## src/rtl/uart_tx_arbiter.sv

```systemverilog
// Round-robin scheduler sharing one uartTx among NUM_REQ byte producers.
// Latches the winner's byte, runs the tx_data_request handshake and reports accept/done.
module uart_tx_arbiter #(
  parameter int NUM_REQ     = 4,
  parameter int GAP_CYCLES  = 0,
  parameter int ACK_TIMEOUT = 16
) (
  input  logic                       clk,
  input  logic                       rst_n,
  input  logic [NUM_REQ-1:0]         req_valid,
  input  logic [8*NUM_REQ-1:0]       req_data,
  output logic [NUM_REQ-1:0]         req_accept,
  output logic [NUM_REQ-1:0]         req_done,
  output logic [$clog2(NUM_REQ)-1:0] grant_id,
  output logic                       busy,
  output logic                       err_timeout,
  output logic                       tx_data_request,
  output logic [7:0]                 tx_data,
  input  logic                       tx_active,
  input  logic                       tx_finish
);

  localparam int IDW      = $clog2(NUM_REQ);
  localparam int ACK_W    = $clog2(ACK_TIMEOUT + 1);
  localparam int GAP_W    = $clog2(GAP_CYCLES + 2);
  localparam int GAP_LAST = (GAP_CYCLES > 0) ? GAP_CYCLES - 1 : 0;

  typedef enum logic [1:0] {
    S_IDLE,
    S_REQ,
    S_ACTIVE,
    S_GAP
  } state_e;

  state_e               state_q, state_d;
  logic [ACK_W-1:0]     ack_cnt_q, ack_cnt_d;
  logic [GAP_W-1:0]     gap_cnt_q, gap_cnt_d;
  logic [IDW-1:0]       last_q, last_d;
  logic [IDW-1:0]       grant_id_q, grant_id_d;
  logic [7:0]           tx_data_q, tx_data_d;
  logic                 tx_req_q, tx_req_d;
  logic [NUM_REQ-1:0]   accept_q, accept_d;
  logic [NUM_REQ-1:0]   done_q, done_d;
  logic                 err_q, err_d;
  logic                 busy_q, busy_d;

  logic                 found;
  logic [IDW-1:0]       winner;
  logic [IDW-1:0]       cand;
  logic [7:0]           win_data;

  // Rotating search: the requester just after the last winner has top priority.
  always_comb begin
    found  = 1'b0;
    winner = '0;
    cand   = '0;
    for (int k = 1; k <= NUM_REQ; k++) begin
      cand = IDW'((int'(last_q) + k) % NUM_REQ);
      if (!found && req_valid[cand]) begin
        found  = 1'b1;
        winner = cand;
      end
    end
  end

  always_comb begin
    win_data = '0;
    for (int i = 0; i < NUM_REQ; i++) begin
      if (winner == IDW'(i)) win_data = req_data[8*i +: 8];
    end
  end

  // NOTE: every output of this block is given a default first, so no path can infer a latch.
  always_comb begin
    state_d    = state_q;
    ack_cnt_d  = ack_cnt_q;
    gap_cnt_d  = gap_cnt_q;
    last_d     = last_q;
    grant_id_d = grant_id_q;
    tx_data_d  = tx_data_q;
    tx_req_d   = tx_req_q;
    accept_d   = '0;
    done_d     = '0;
    err_d      = 1'b0;

    unique case (state_q)
      S_IDLE: begin
        // tx_active guard keeps us off a frame left running across our own reset.
        if (found && !tx_active) begin
          tx_data_d        = win_data;
          grant_id_d       = winner;
          last_d           = winner;
          accept_d[winner] = 1'b1;
          tx_req_d         = 1'b1;
          ack_cnt_d        = '0;
          state_d          = S_REQ;
        end
      end
      S_REQ: begin
        ack_cnt_d = ack_cnt_q + ACK_W'(1);
        if (tx_finish) begin
          done_d[grant_id_q] = 1'b1;
          tx_req_d           = 1'b0;
          gap_cnt_d          = '0;
          state_d            = S_GAP;
        end else if (tx_active) begin
          tx_req_d = 1'b0;
          state_d  = S_ACTIVE;
        end else if (ack_cnt_q == ACK_W'(ACK_TIMEOUT - 1)) begin
          err_d     = 1'b1;
          tx_req_d  = 1'b0;
          gap_cnt_d = '0;
          state_d   = S_GAP;
        end
      end
      S_ACTIVE: begin
        if (tx_finish) begin
          done_d[grant_id_q] = 1'b1;
          gap_cnt_d          = '0;
          state_d            = S_GAP;
        end
      end
      S_GAP: begin
        if (gap_cnt_q >= GAP_W'(GAP_LAST)) state_d = S_IDLE;
        else                                gap_cnt_d = gap_cnt_q + GAP_W'(1);
      end
      default: state_d = S_IDLE;
    endcase

    busy_d = (state_d != S_IDLE);
  end

  // NOTE: sequential state is updated only with non-blocking assignments.
  always_ff @(posedge clk or negedge rst_n) begin
    if (!rst_n) begin
      state_q    <= S_IDLE;
      ack_cnt_q  <= '0;
      gap_cnt_q  <= '0;
      last_q     <= IDW'(NUM_REQ - 1);
      grant_id_q <= '0;
      tx_data_q  <= '0;
      tx_req_q   <= 1'b0;
      accept_q   <= '0;
      done_q     <= '0;
      err_q      <= 1'b0;
      busy_q     <= 1'b0;
    end else begin
      state_q    <= state_d;
      ack_cnt_q  <= ack_cnt_d;
      gap_cnt_q  <= gap_cnt_d;
      last_q     <= last_d;
      grant_id_q <= grant_id_d;
      tx_data_q  <= tx_data_d;
      tx_req_q   <= tx_req_d;
      accept_q   <= accept_d;
      done_q     <= done_d;
      err_q      <= err_d;
      busy_q     <= busy_d;
    end
  end

  assign req_accept      = accept_q;
  assign req_done        = done_q;
  assign grant_id        = grant_id_q;
  assign busy            = busy_q;
  assign err_timeout     = err_q;
  assign tx_data_request = tx_req_q;
  assign tx_data         = tx_data_q;

endmodule

```

## config.mk

```make
export PLATFORM = sky130hd
export DESIGN_NAME = uart_tx_arbiter
export DESIGN_NICKNAME = d
export VERILOG_FILES = /design/src/rtl/uart_tx_arbiter.sv
export SDC_FILE = /design/constraint.sdc
export NUM_CORES = 1
export LEC_CHECK = 0
export CAP_MARGIN = 25
export CORE_UTILIZATION = 45
export DETAILED_ROUTE_END_ITERATION = 16
export PLACE_DENSITY = 0.79
export SLEW_MARGIN = 20
export SYNTH_ARGS = -nofsm -noshare
export SYNTH_HDL_FRONTEND = slang
export SYNTH_SLANG_ARGS = --single-unit
```

## constraint.sdc

```tcl
create_clock -name clk -period 5.65 [get_ports clk]
set_clock_uncertainty 0.1 [all_clocks]
set_input_delay 1.4125 -clock clk [delete_from_list [all_inputs] [get_ports clk]]
set_output_delay 1.4125 -clock clk [all_outputs]
set_load 0.02 [all_outputs]
```

==> PnR_summary.wiki, run 1 <==
{| class="wikitable"
! Metric !! Value
|-
| Final wirelength || 3.52 mm
|-
| Via count of the first global-routing pass || 1314
|-
| Die Outline Area || 3750 sq um
|-
| Cell-internal power || 0.648 mW
|-
| Synthesized area divided by synthesized cell count || 10.1 sq um
|-
| Setup-failing EPs final || 0
|-
| Clk root buf || clkbuf_4
|-
| # nets final || 264
|-
| Warnings, synthesis || 0
|-
| Reg2Reg Capture Point || tx_data[6]$_DFFE_PN0P_
|-
| Global Route Usage Sum || 20.4%
|-
| Final estimated routing congestion in global placement || 0.780
|-
| Largest fanout on the critical path || 11
|-
| Proportion of power drawn by combinational gates || 49.4%
|-
| Period Utilization, post-route || 62.2%
|-
| Layout overhead on the synthesized area || 45.2%
|-
| # hold bufs at CTS || 0
|-
| Share of the synthesized area in the top cell type || 44.4%
|-
| Crit Path Category || input pin to flip-flop
|-
| Clock network latency to the later pin of the worst-skew pair || 0.32 ns
|-
| Crit path arrival time || 3.63 ns
|-
| Remaining routing DRC violations || 0
|-
| Pre-CTS setup slack || 1.79 ns
|-
| Sequential share of the synthesized area || 47.7%
|-
| Number of instances on the worst hold path || 2
|-
| Max rail drop VDD || 190 uV
|-
| Effective utilization at floorplan || 47.3%
|-
| Switching portion of total power || 38.3%
|-
| Slew Limit Fails || 0
|-
| Width of the die || 61.2 microns
|-
| Async S/R FF share, synth || 100%
|-
| HPWL reported at the end of detailed placement || 2.80 mm
|-
| HP Start || tx_data[2]$_DFFE_PN0P_
|-
| Number of distinct library cells after synthesis || 39
|-
| Clock transition at the registers of the reported paths || 0.09 ns
|-
| Row Count || 21
|-
| Initial antenna violation count || 0
|-
| Most used cells in the layout excluding fill and tap cells || 60 x clkdlybuf4s50_1, 28 x dfrtp_1, 20 x nand2_1
|-
| Run status || finished clean
|-
| Mean number of vias per cell || 5.42
|-
| Post-cts sizing count || 0
|-
| Fmax || 0.285 GHz
|-
| Clock H-tree levels || 2
|-
| Synth Instances || 157
|-
| Pin count of the biggest net entering global routing || 31
|-
| P per Cell Area || 458 nW/um^2
|-
| Kind of start point of the critical path || input pin
|-
| Required time of the critical path || 5.77 ns
|-
| Most common cell after layout, fill and taps aside || clkdlybuf4s50_1
|-
| Worst hold endpoint || tx_data[2]$_DFFE_PN0P_
|-
| Count of final hold-check violations || 0
|-
| Hold Crit Class || flip-flop to flip-flop
|-
| Ys flop type || dfrtp_1
|-
| Total number of clock tree sinks || 30
|-
| Vias after detailed routing || 1442
|-
| Final Worst Setup Slack || 2.14 ns
|-
| DR WL/cell || 13.2 microns
|-
| EDFF count, synth || 0
|-
| Antenna-violating nets left || 0
|-
| Clock period minus final worst setup slack || 3.51 ns
|-
| Post-synthesis cell area || 1580 sq um
|-
| Net Sw Power || 0.402 mW
|-
| Worst Max-Slew Pin Slew || 0.764 ns
|-
| Ranking of synthesized cells by area || dfrtp_1 44%, mux2i_1 7.0%, nand2_1 4.8%
|-
| Vertical die dimension || 61.2 microns
|-
| Longest Clk Path Bufs || 2
|-
| Clock group share of total power || 15.4%
|-
| Length in cells of the worst reg-to-reg path || 6
|-
| Post-CTS repair timing setup buffer count || 0
|-
| Setup slack of the worst register-to-register path || 3.16 ns
|-
| RSZ-0062 raised after global routing || false
|-
| Number of port buffers || 60
|-
| Layout cells sized above 1 || 7.73%
|-
| Standby leakage power || 0.991 nW
|-
| Worst hold slack after final layout || 0.411 ns
|-
| Total clock buffers created by CTS || 5
|-
| Global-route wire length before repair || 5.45 mm
|-
| Ant. Diodes || 0
|-
| Clock tree from TritonCTS || yes
|-
| Max-cap violations || 0
|-
| FILL cells || 277
|-
| Cell accounting for the most synthesized area || dfrtp_1
|-
| Worst slew margin || 48.7%
|-
| Net count of the mapped netlist || 202
|-
| CP endpoint kind || flip-flop
|-
| Total of flip-flops plus latches after synthesis || 30
|-
| Sum of negative setup slack || 0 ns
|-
| Flop pwr share || 35.2%
|-
| Critical register-to-register path startpoint || state_q[0]$_DFF_PN0_
|-
| Core area || 3340 sq um
|-
| DR iter-0 viols || 30
|-
| Total I/O pin count || 61
|-
| Grt ovf || 0
|-
| TritonRoute pass-1 iters || 4
|}
stage by stage:
stage | total power, mW | area, sq um | std cells | utilization, %
3_5_place_dp | 0.896 | 2220 | 258 | 66.4
3_3_place_gp | 0.874 | 2220 | 258 | 66.4
5_1_grt | 1.12 | 2290 | 266 | 68.7
2_1_floorplan | 0.694 | 1580 | 157 | -
6_report | 1.05 | 2290 | 266 | 68.7
4_1_cts | 1.06 | 2290 | 266 | 68.7
critical path, cell delays in order:
cell and delay, ns:
clkdlybuf4s50_1 0.65, nand2b_1 0.10, a31oi_1 0.41, nand2_1 0.44
mux2_2 0.39, o221a_2 0.22
registers in the layout, indices dropped and copies added (netlist names), 2 cells and up:
| signal | count |
|---|---|
| req_accept | 4 |
| tx_data | 8 |
| grant_id | 2 |
| last_q | 2 |
| state_q | 2 |
| req_done | 4 |
| ack_cnt_q | 5 |
how the worst max path moves through the flow:
stage | to | slack (ns) | from | depth (start not counted)
after floorplan | tx_data[6]$_DFFE_PN0P_ | 2.91 | tx_active | 6
after global placement | tx_data[6]$_DFFE_PN0P_ | 1.91 | req_valid[3] | 6
after detailed placement | tx_data[6]$_DFFE_PN0P_ | 1.79 | req_valid[3] | 6
after CTS | tx_data[6]$_DFFE_PN0P_ | 2.14 | req_valid[3] | 6
after global routing | tx_data[6]$_DFFE_PN0P_ | 2.01 | req_valid[3] | 6
final | tx_data[6]$_DFFE_PN0P_ | 2.14 | req_valid[3] | 6
cell type report:
class,count,area [sq um],share of cell area [%]
multi-input combinational,111,757,33.0
sequential,30,753,32.9
timing repair buffer,62,616,26.9
tap,46,57.6,2.51
clock buffer,7,45.0,1.97
inverter,9,33.8,1.47
clock inverter,1,30.0,1.31
Yosys cell counts (all sizes together), types with 5 or more instances:
library cell   n
inv            8
buf            5
mux2i         11
ha             5
o211ai         8
dfrtp         28
nor3           7
nand2         20
a22oi          7
a21oi          5
nor2          11
o21ai          5
routing by layer:
metal	part of all wire, %	track usage (%)
met5	0	0
met4	2.1	10.4
met1	42	22.7
met3	7.7	7.98
met2	48	33.9
power groups by stage:
stage	clock [mW]	sequential [mW]	combinational [mW]
after detailed placement	0	0.372	0.523
final	0.162	0.369	0.518
after CTS	0.165	0.370	0.524
after global placement	0	0.370	0.505
after floorplan	0	0.415	0.279
after global routing	0.175	0.380	0.566
cells by family after synthesis:
| group | Yosys count | synth area share [%] |
|---|---|---|
| mux | 12 | 7.69 |
| flops | 30 | 47.7 |
| buf+inv | 16 | 4.36 |
| fa+ha+maj | 5 | 3.96 |
| compound gates | 41 | 20.1 |
| simple gates | 53 | 16.2 |
(Power assumes the default switching activity.)
==> inputs of run 2 (changes only) <==
- CORE_UTILIZATION: 45 -> 43
- PLACE_DENSITY: 0.79 -> 0.76
- clock period: 5.65 -> 3.47 ns (I/O delays scaled with it)
==> run 2 against run 1 <==
Against the previous run: hold slack worse by 0.019 ns; wire length is 11% higher; power rose by 67%; core utilization decreased by 0.96 points; first-iteration DRC count increased by 93%.
==> PnR_summary.wiki, run 2 (synthesis results as in run 1) <==
{| class="wikitable"
! Metric !! Value
|-
| Global Route Usage Sum || 21.0% (+0.65 points)
|-
| Row Count || 21 (unchanged)
|-
| Setup-failing EPs final || 0 (unchanged)
|-
| Fmax || 0.357 GHz
|-
| Clock H-tree levels || 2 (unchanged)
|-
| # nets final || 266 (+0.76%)
|-
| Slew Limit Fails || 0 (unchanged)
|-
| Standby leakage power || 1.01 nW (+1.4%)
|-
| Global-route wire length before repair || 6.50 mm (+19%)
|-
| Critical register-to-register path startpoint || state_q[0]$_DFF_PN0_
|-
| Hold Crit Class || flip-flop to flip-flop
|-
| Proportion of power drawn by combinational gates || 49.3% (about the same)
|-
| Final wirelength || 3.91 mm (+11%)
|-
| Switching portion of total power || 38.5% (+0.26 points)
|-
| Most used cells in the layout excluding fill and tap cells || 60 x clkdlybuf4s50_1, 28 x dfrtp_1, 20 x nand2_1
|-
| Largest register FFs || 8 (unchanged)
|-
| Grt ovf || 0 (unchanged)
|-
| Max-cap violations || 0 (unchanged)
|-
| Width of the die || 62.6 microns (+2.2%)
|-
| Max rail drop VDD || 390 uV (+110%)
|-
| Total I/O pin count || 61 (unchanged)
|-
| Layout overhead on the synthesized area || 46.5%
|-
| Number of instances on the worst hold path || 2 (unchanged)
|-
| Clock tree from TritonCTS || yes
|-
| Length in cells of the worst reg-to-reg path || 6 (unchanged)
|-
| Worst slew margin || 49.9% (+1.2 points)
|-
| Die Outline Area || 3920 sq um (+4.5%)
|-
| Pin count of the biggest net entering global routing || 31 (unchanged)
|-
| Clock period minus final worst setup slack || 2.80 ns
|-
| Final core area utilization || 67.7% (-0.96 points)
|-
| Via count of the first global-routing pass || 1534 (+17%)
|-
| Required time of the critical path || 3.59 ns (-2.18 ns)
|-
| Mean number of vias per cell || 5.28 (-2.5%)
|-
| Register area || 753 sq um (unchanged)
|-
| Reg2Reg Capture Point || tx_data[6]$_DFFE_PN0P_
|-
| Longest Clk Path Bufs || 2 (unchanged)
|-
| Final estimated routing congestion in global placement || 0.777 (-0.37%)
|-
| FILL cells || 280 (+1.1%)
|-
| Vertical die dimension || 62.6 microns (+2.2%)
|-
| Crit path arrival time || 2.92 ns (-0.71 ns)
|-
| Clk root buf || clkbuf_4
|-
| Core area || 3420 sq um (+2.4%)
|-
| Initial antenna violation count || 0 (unchanged)
|-
| Largest fanout on the critical path || 10 (-1)
|-
| Antenna-violating nets left || 0 (unchanged)
|-
| Worst hold slack after final layout || 0.392 ns (-0.0188 ns)
|-
| Number of port buffers || 60 (unchanged)
|-
| Clock transition at the registers of the reported paths || 0.09 ns (about the same)
|-
| Overall power consumption || 1.75 mW (+67%)
|-
| Footprint of the multi-input gates || 757 sq um (unchanged)
|-
| Flop pwr share || 34.4% (-0.8 points)
|-
| Kind of start point of the critical path || input pin
|-
| Total number of clock tree sinks || 30 (unchanged)
|-
| Net Sw Power || 0.676 mW (+68%)
|-
| Clock network latency to the later pin of the worst-skew pair || 0.32 ns (about the same)
|-
| Clock group share of total power || 16.2% (+0.8 points)
|-
| Sum of negative setup slack || 0 ns (unchanged)
|-
| Layout cells sized above 1 || 9.05% (+1.3 points)
|-
| Worst hold endpoint || ack_cnt_q[4]$_DFFE_PN0P_
|-
| Total clock buffers created by CTS || 5 (unchanged)
|-
| Most common cell after layout, fill and taps aside || clkdlybuf4s50_1
|-
| RSZ-0062 raised after global routing || false
|-
| Remaining routing DRC violations || 0 (unchanged)
|-
| Post-cts sizing count || 0 (unchanged)
|-
| Period Utilization, post-route || 80.8%
|-
| HPWL reported at the end of detailed placement || 2.98 mm (+6.4%)
|-
| Setup slack of the worst register-to-register path || 1.00 ns (-2.16 ns)
|-
| DR iter-0 viols || 58 (+93%)
|-
| Vias after detailed routing || 1411 (-2.1%)
|-
| P per Cell Area || 758 nW/um^2 (+66%)
|-
| Post-CTS repair timing setup buffer count || 0 (unchanged)
|-
| HP Start || ack_cnt_q[4]$_DFFE_PN0P_
|-
| CP endpoint kind || flip-flop
|-
| DR WL/cell || 14.6 microns (+10%)
|-
| TritonRoute pass-1 iters || 4 (unchanged)
|-
| Ant. Diodes || 0 (unchanged)
|-
| Effective utilization at floorplan || 46.2% (-1.1 points)
|-
| Worst Max-Slew Pin Slew || 0.746 ns (-0.0183 ns)
|-
| Crit Path Category || input pin to flip-flop
|-
| # hold bufs at CTS || 0 (unchanged)
|-
| Run status || finished clean
|-
| Cell area reported after detailed placement || 2230 sq um (+0.68%)
|-
| Cell-internal power || 1.08 mW (+66%)
|-
| Area of all placed cells without fillers || 2310 sq um (+0.93%)
|-
| Count of final hold-check violations || 0 (unchanged)
|}
-- run 2: area by class of cell --
type / instances / area share [%]
multi-input cells: 111 / 32.7
repair buffers: 64 / 27.3
flip-flops and latches: 30 / 32.6
inverters: 9 / 1.46
clock buffers: 6 / 2.22
well taps: 46 / 2.49
clock inverters: 1 / 1.30
-- run 2: how the worst max path moves through the flow --
| stage | startpoint | end | cells after the start |
|---|---|---|---|
| floorplan | tx_active | tx_data[6]$_DFFE_PN0P_ | 6 |
| global placement | req_valid[3] | tx_data[6]$_DFFE_PN0P_ | 7 |
| detailed placement | req_valid[3] | tx_data[6]$_DFFE_PN0P_ | 5 |
| CTS | req_valid[3] | tx_data[6]$_DFFE_PN0P_ | 5 |
| global route | req_valid[3] | tx_data[6]$_DFFE_PN0P_ | 5 |
| finish | req_valid[3] | tx_data[6]$_DFFE_PN0P_ | 5 |
-- run 2: through the flow --
step	setup WS [ns]	cells
after global routing	0.467	267
final	0.667	267
after floorplan	1.28	157
after CTS	0.678	267
after detailed placement	0.320	260
after global placement	0.459	260
-- run 2: routing by layer --
layer,global-route usage [%],vias up,wire length (microns),share of wire (%)
met4,7.85,0,27,0.69
met5,0,-,0,0
li1,-,693,-,-
met3,4.20,4,167,4.3
met2,38.2,47,2050,52
met1,24.1,667,1660,43
-- run 2: critical path, stage by stage --
cell and delay [ns]:
clkdlybuf4s50_1 0.64, nor4_2 0.11, nor3_1 0.59, nand2b_1 0.38
o221a_2 0.34
-- run 2: power by group through the flow --
stage | Clock, mW | Combinational (mW) | Sequential, mW
finish | 0.284 | 0.865 | 0.604
detailed placement | 0 | 0.868 | 0.607
global placement | 0 | 0.839 | 0.604
floorplan | 0 | 0.454 | 0.676
CTS | 0.289 | 0.869 | 0.605
global route | 0.304 | 0.935 | 0.622
==> inputs of run 3 (changes only) <==
- CORE_UTILIZATION: 43 -> 39
- PLACE_DENSITY: 0.76 -> 0.72
- clock period: 3.47 -> 2.2 ns (I/O delays scaled with it)
==> run 3 against run 2 <==
Against the previous run: power is 73% higher; cell count is 9.7% higher; critical path depth is 2 higher; sequential share of layout area is 3.9 points lower; global-route usage is 0.97 points lower; largest cell class unchanged.
==> PnR_summary.wiki, run 3 (synthesis results as in run 1) <==
{| class="wikitable"
! Metric !! Value
|-
| Overall power consumption || 3.03 mW (+73%)
|-
| Cell area reported after detailed placement || 2400 sq um (+7.5%)
|-
| Crit path arrival time || 2.14 ns (-0.78 ns)
|-
| Clock tree from TritonCTS || yes
|-
| FILL cells || 269 (-3.9%)
|-
| # nets final || 289 (+8.6%)
|-
| Total clock buffers created by CTS || 5 (unchanged)
|-
| Clock network latency to the later pin of the worst-skew pair || 0.28 ns (-0.04 ns)
|-
| Clk root buf || clkbuf_8
|-
| Ant. Diodes || 0 (unchanged)
|-
| Layout Cells excl Fill || 293 (+9.7%)
|-
| Number of cells in the design after placement || 284 (+9.2%)
|-
| Remaining routing DRC violations || 0 (unchanged)
|-
| TritonRoute pass-1 iters || 4 (unchanged)
|-
| Area of all placed cells without fillers || 2630 sq um (+14%)
|-
| Antenna-violating nets left || 0 (unchanged)
|-
| Effective utilization at floorplan || 41.9% (-4.4 points)
|-
| RSZ-0062 raised after global routing || false
|-
| Global Route Usage Sum || 20.1% (-0.97 points)
|-
| Required time of the critical path || 2.27 ns (-1.32 ns)
|-
| HPWL reported at the end of detailed placement || 3.11 mm (+4.3%)
|-
| Worst slew margin || 74.0% (+24 points)
|-
| Fmax || 0.484 GHz
|-
| Final wirelength || 4.11 mm (+5.4%)
|-
| Vias after detailed routing || 1513 (+7.2%)
|-
| Kind of start point of the critical path || flip-flop
|-
| Global-route met3 utilization || 6.94% (+2.7 points)
|-
| Count of final hold-check violations || 0 (unchanged)
|-
| Worst hold slack after final layout || 0.376 ns (-0.0158 ns)
|-
| Row Count || 22 (+4.8%)
|-
| Slew Limit Fails || 0 (unchanged)
|-
| Setup-failing EPs final || 0 (unchanged)
|-
| Layout overhead on the synthesized area || 66.7%
|-
| Most common cell after layout, fill and taps aside || clkdlybuf4s50_1
|-
| Clock period minus final worst setup slack || 2.07 ns
|-
| Via count of the first global-routing pass || 1517 (-1.1%)
|-
| Width of the die || 65.6 microns (+4.8%)
|-
| Grt ovf || 0 (unchanged)
|-
| Vertical die dimension || 65.6 microns (+4.8%)
|-
| Standby leakage power || 1.19 nW (+19%)
|-
| Clock transition at the registers of the reported paths || 0.06 ns (-0.03 ns)
|-
| Hold Crit Class || flip-flop to flip-flop
|-
| Most used cells in the layout excluding fill and tap cells || 56 x clkdlybuf4s50_1, 28 x dfrtp_1, 22 x buf_4
|-
| Largest fanout on the critical path || 9 (-1)
|-
| Met1 global-route usage || 20.9% (-3.2 points)
|-
| Core area || 3770 sq um (+10%)
|-
| DR WL/cell || 14.0 microns (-4.0%)
|-
| Pin count of the biggest net entering global routing || 31 (unchanged)
|-
| Mean number of vias per cell || 5.16 (-2.3%)
|-
| P per Cell Area || 1150 nW/um^2 (+52%)
|-
| Period Utilization, post-route || 94.0%
|-
| DR iter-0 viols || 46 (-21%)
|-
| Max-cap violations || 0 (unchanged)
|-
| Layout cells sized above 1 || 22.0% (+13 points)
|-
| Clock H-tree levels || 2 (unchanged)
|-
| Max rail drop VDD || 588 uV (+51%)
|-
| Initial antenna violation count || 0 (unchanged)
|-
| CP endpoint kind || flip-flop
|-
| Total number of clock tree sinks || 30 (unchanged)
|-
| Die Outline Area || 4310 sq um (+9.9%)
|-
| Largest register FFs || 8 (unchanged)
|-
| Total I/O pin count || 61 (unchanged)
|-
| Busiest layer in global routing || met2
|-
| Worst Max-Slew Pin Slew || 0.390 ns (-0.356 ns)
|-
| Longest Clk Path Bufs || 2 (unchanged)
|-
| GR met2 Demand/Resource || 35.6% (-2.6 points)
|-
| Final estimated routing congestion in global placement || 0.861 (+11%)
|-
| Global-route wire length before repair || 6.41 mm (-1.4%)
|-
| Run status || finished clean
|-
| Crit Path Category || flip-flop to flip-flop
|-
| Number of port buffers || 60 (unchanged)
|}
-- run 3: final timing paths --
kind                                                from                        to  slack [ns]  cells past startpoint
worst max-delay path               last_q[1]$_DFFE_PN1P_    tx_data[6]$_DFFE_PN0P_        0.13                      7
worst min-delay path            ack_cnt_q[4]$_DFFE_PN0P_  ack_cnt_q[4]$_DFFE_PN0P_        0.38                      2
worst max register to register     last_q[1]$_DFFE_PN1P_    tx_data[6]$_DFFE_PN0P_        0.13                      7
worst min register to register  ack_cnt_q[4]$_DFFE_PN0P_  ack_cnt_q[4]$_DFFE_PN0P_        0.38                      2
max in group asynchronous                          rst_n     last_q[1]$_DFFE_PN1P_        1.11                      2
min in group asynchronous                          rst_n     err_timeout$_DFF_PN0_        0.56                      2
-- run 3: power by group --
| part | switching (mW) | internal, mW |
|---|---|---|
| clock | 0.197 | 0.252 |
| combinational | 0.791 | 0.848 |
| sequential | 0.168 | 0.776 |
-- run 3: metal layers --
layer	up-vias	part of all wire, %
li1	740	-
met1	698	41
met2	68	50
met3	7	6.8
met4	0	1.9
met5	-	0
-- run 3: cell type report --
type	count	area, sq um	share of cell area, %
inverters	9	33.8	1.28
clock buffers	7	86.3	3.28
multi-input cells	111	853	32.4
clock inverters	1	5.00	0.190
well taps	48	60.1	2.28
flip-flops and latches	30	753	28.6
repair buffers	87	841	31.9
-- run 3: critical path, cell delays in order, from the launching register on --
cell,delay (ns)
dfstp_2,0.66
mux2i_1,0.33
a221oi_4,0.12
buf_4,0.16
a211oi_4,0.24
buf_12,0.16
a22oi_2,0.07
o221a_2,0.12
-- run 3: stage by stage --
stage	utilization [%]	setup TNS [ns]	setup slack [ns]
2_1_floorplan	-	0	0.111
3_3_place_gp	63.6	-2.81	-0.268
3_5_place_dp	63.6	-4.38	-0.351
4_1_cts	66.4	0	0.0147
5_1_grt	69.8	0	0.0500
6_report	69.8	0	0.132
-- run 3: timing repair --
item / CTS / global route
hold endpoints to repair: 0 / 0
gates resized for setup: 2 / 21
hold buffers: 0 / 0
pin swaps: 0 / 4
setup endpoints to repair: 8 / 8
buffers inserted: 0 / 2
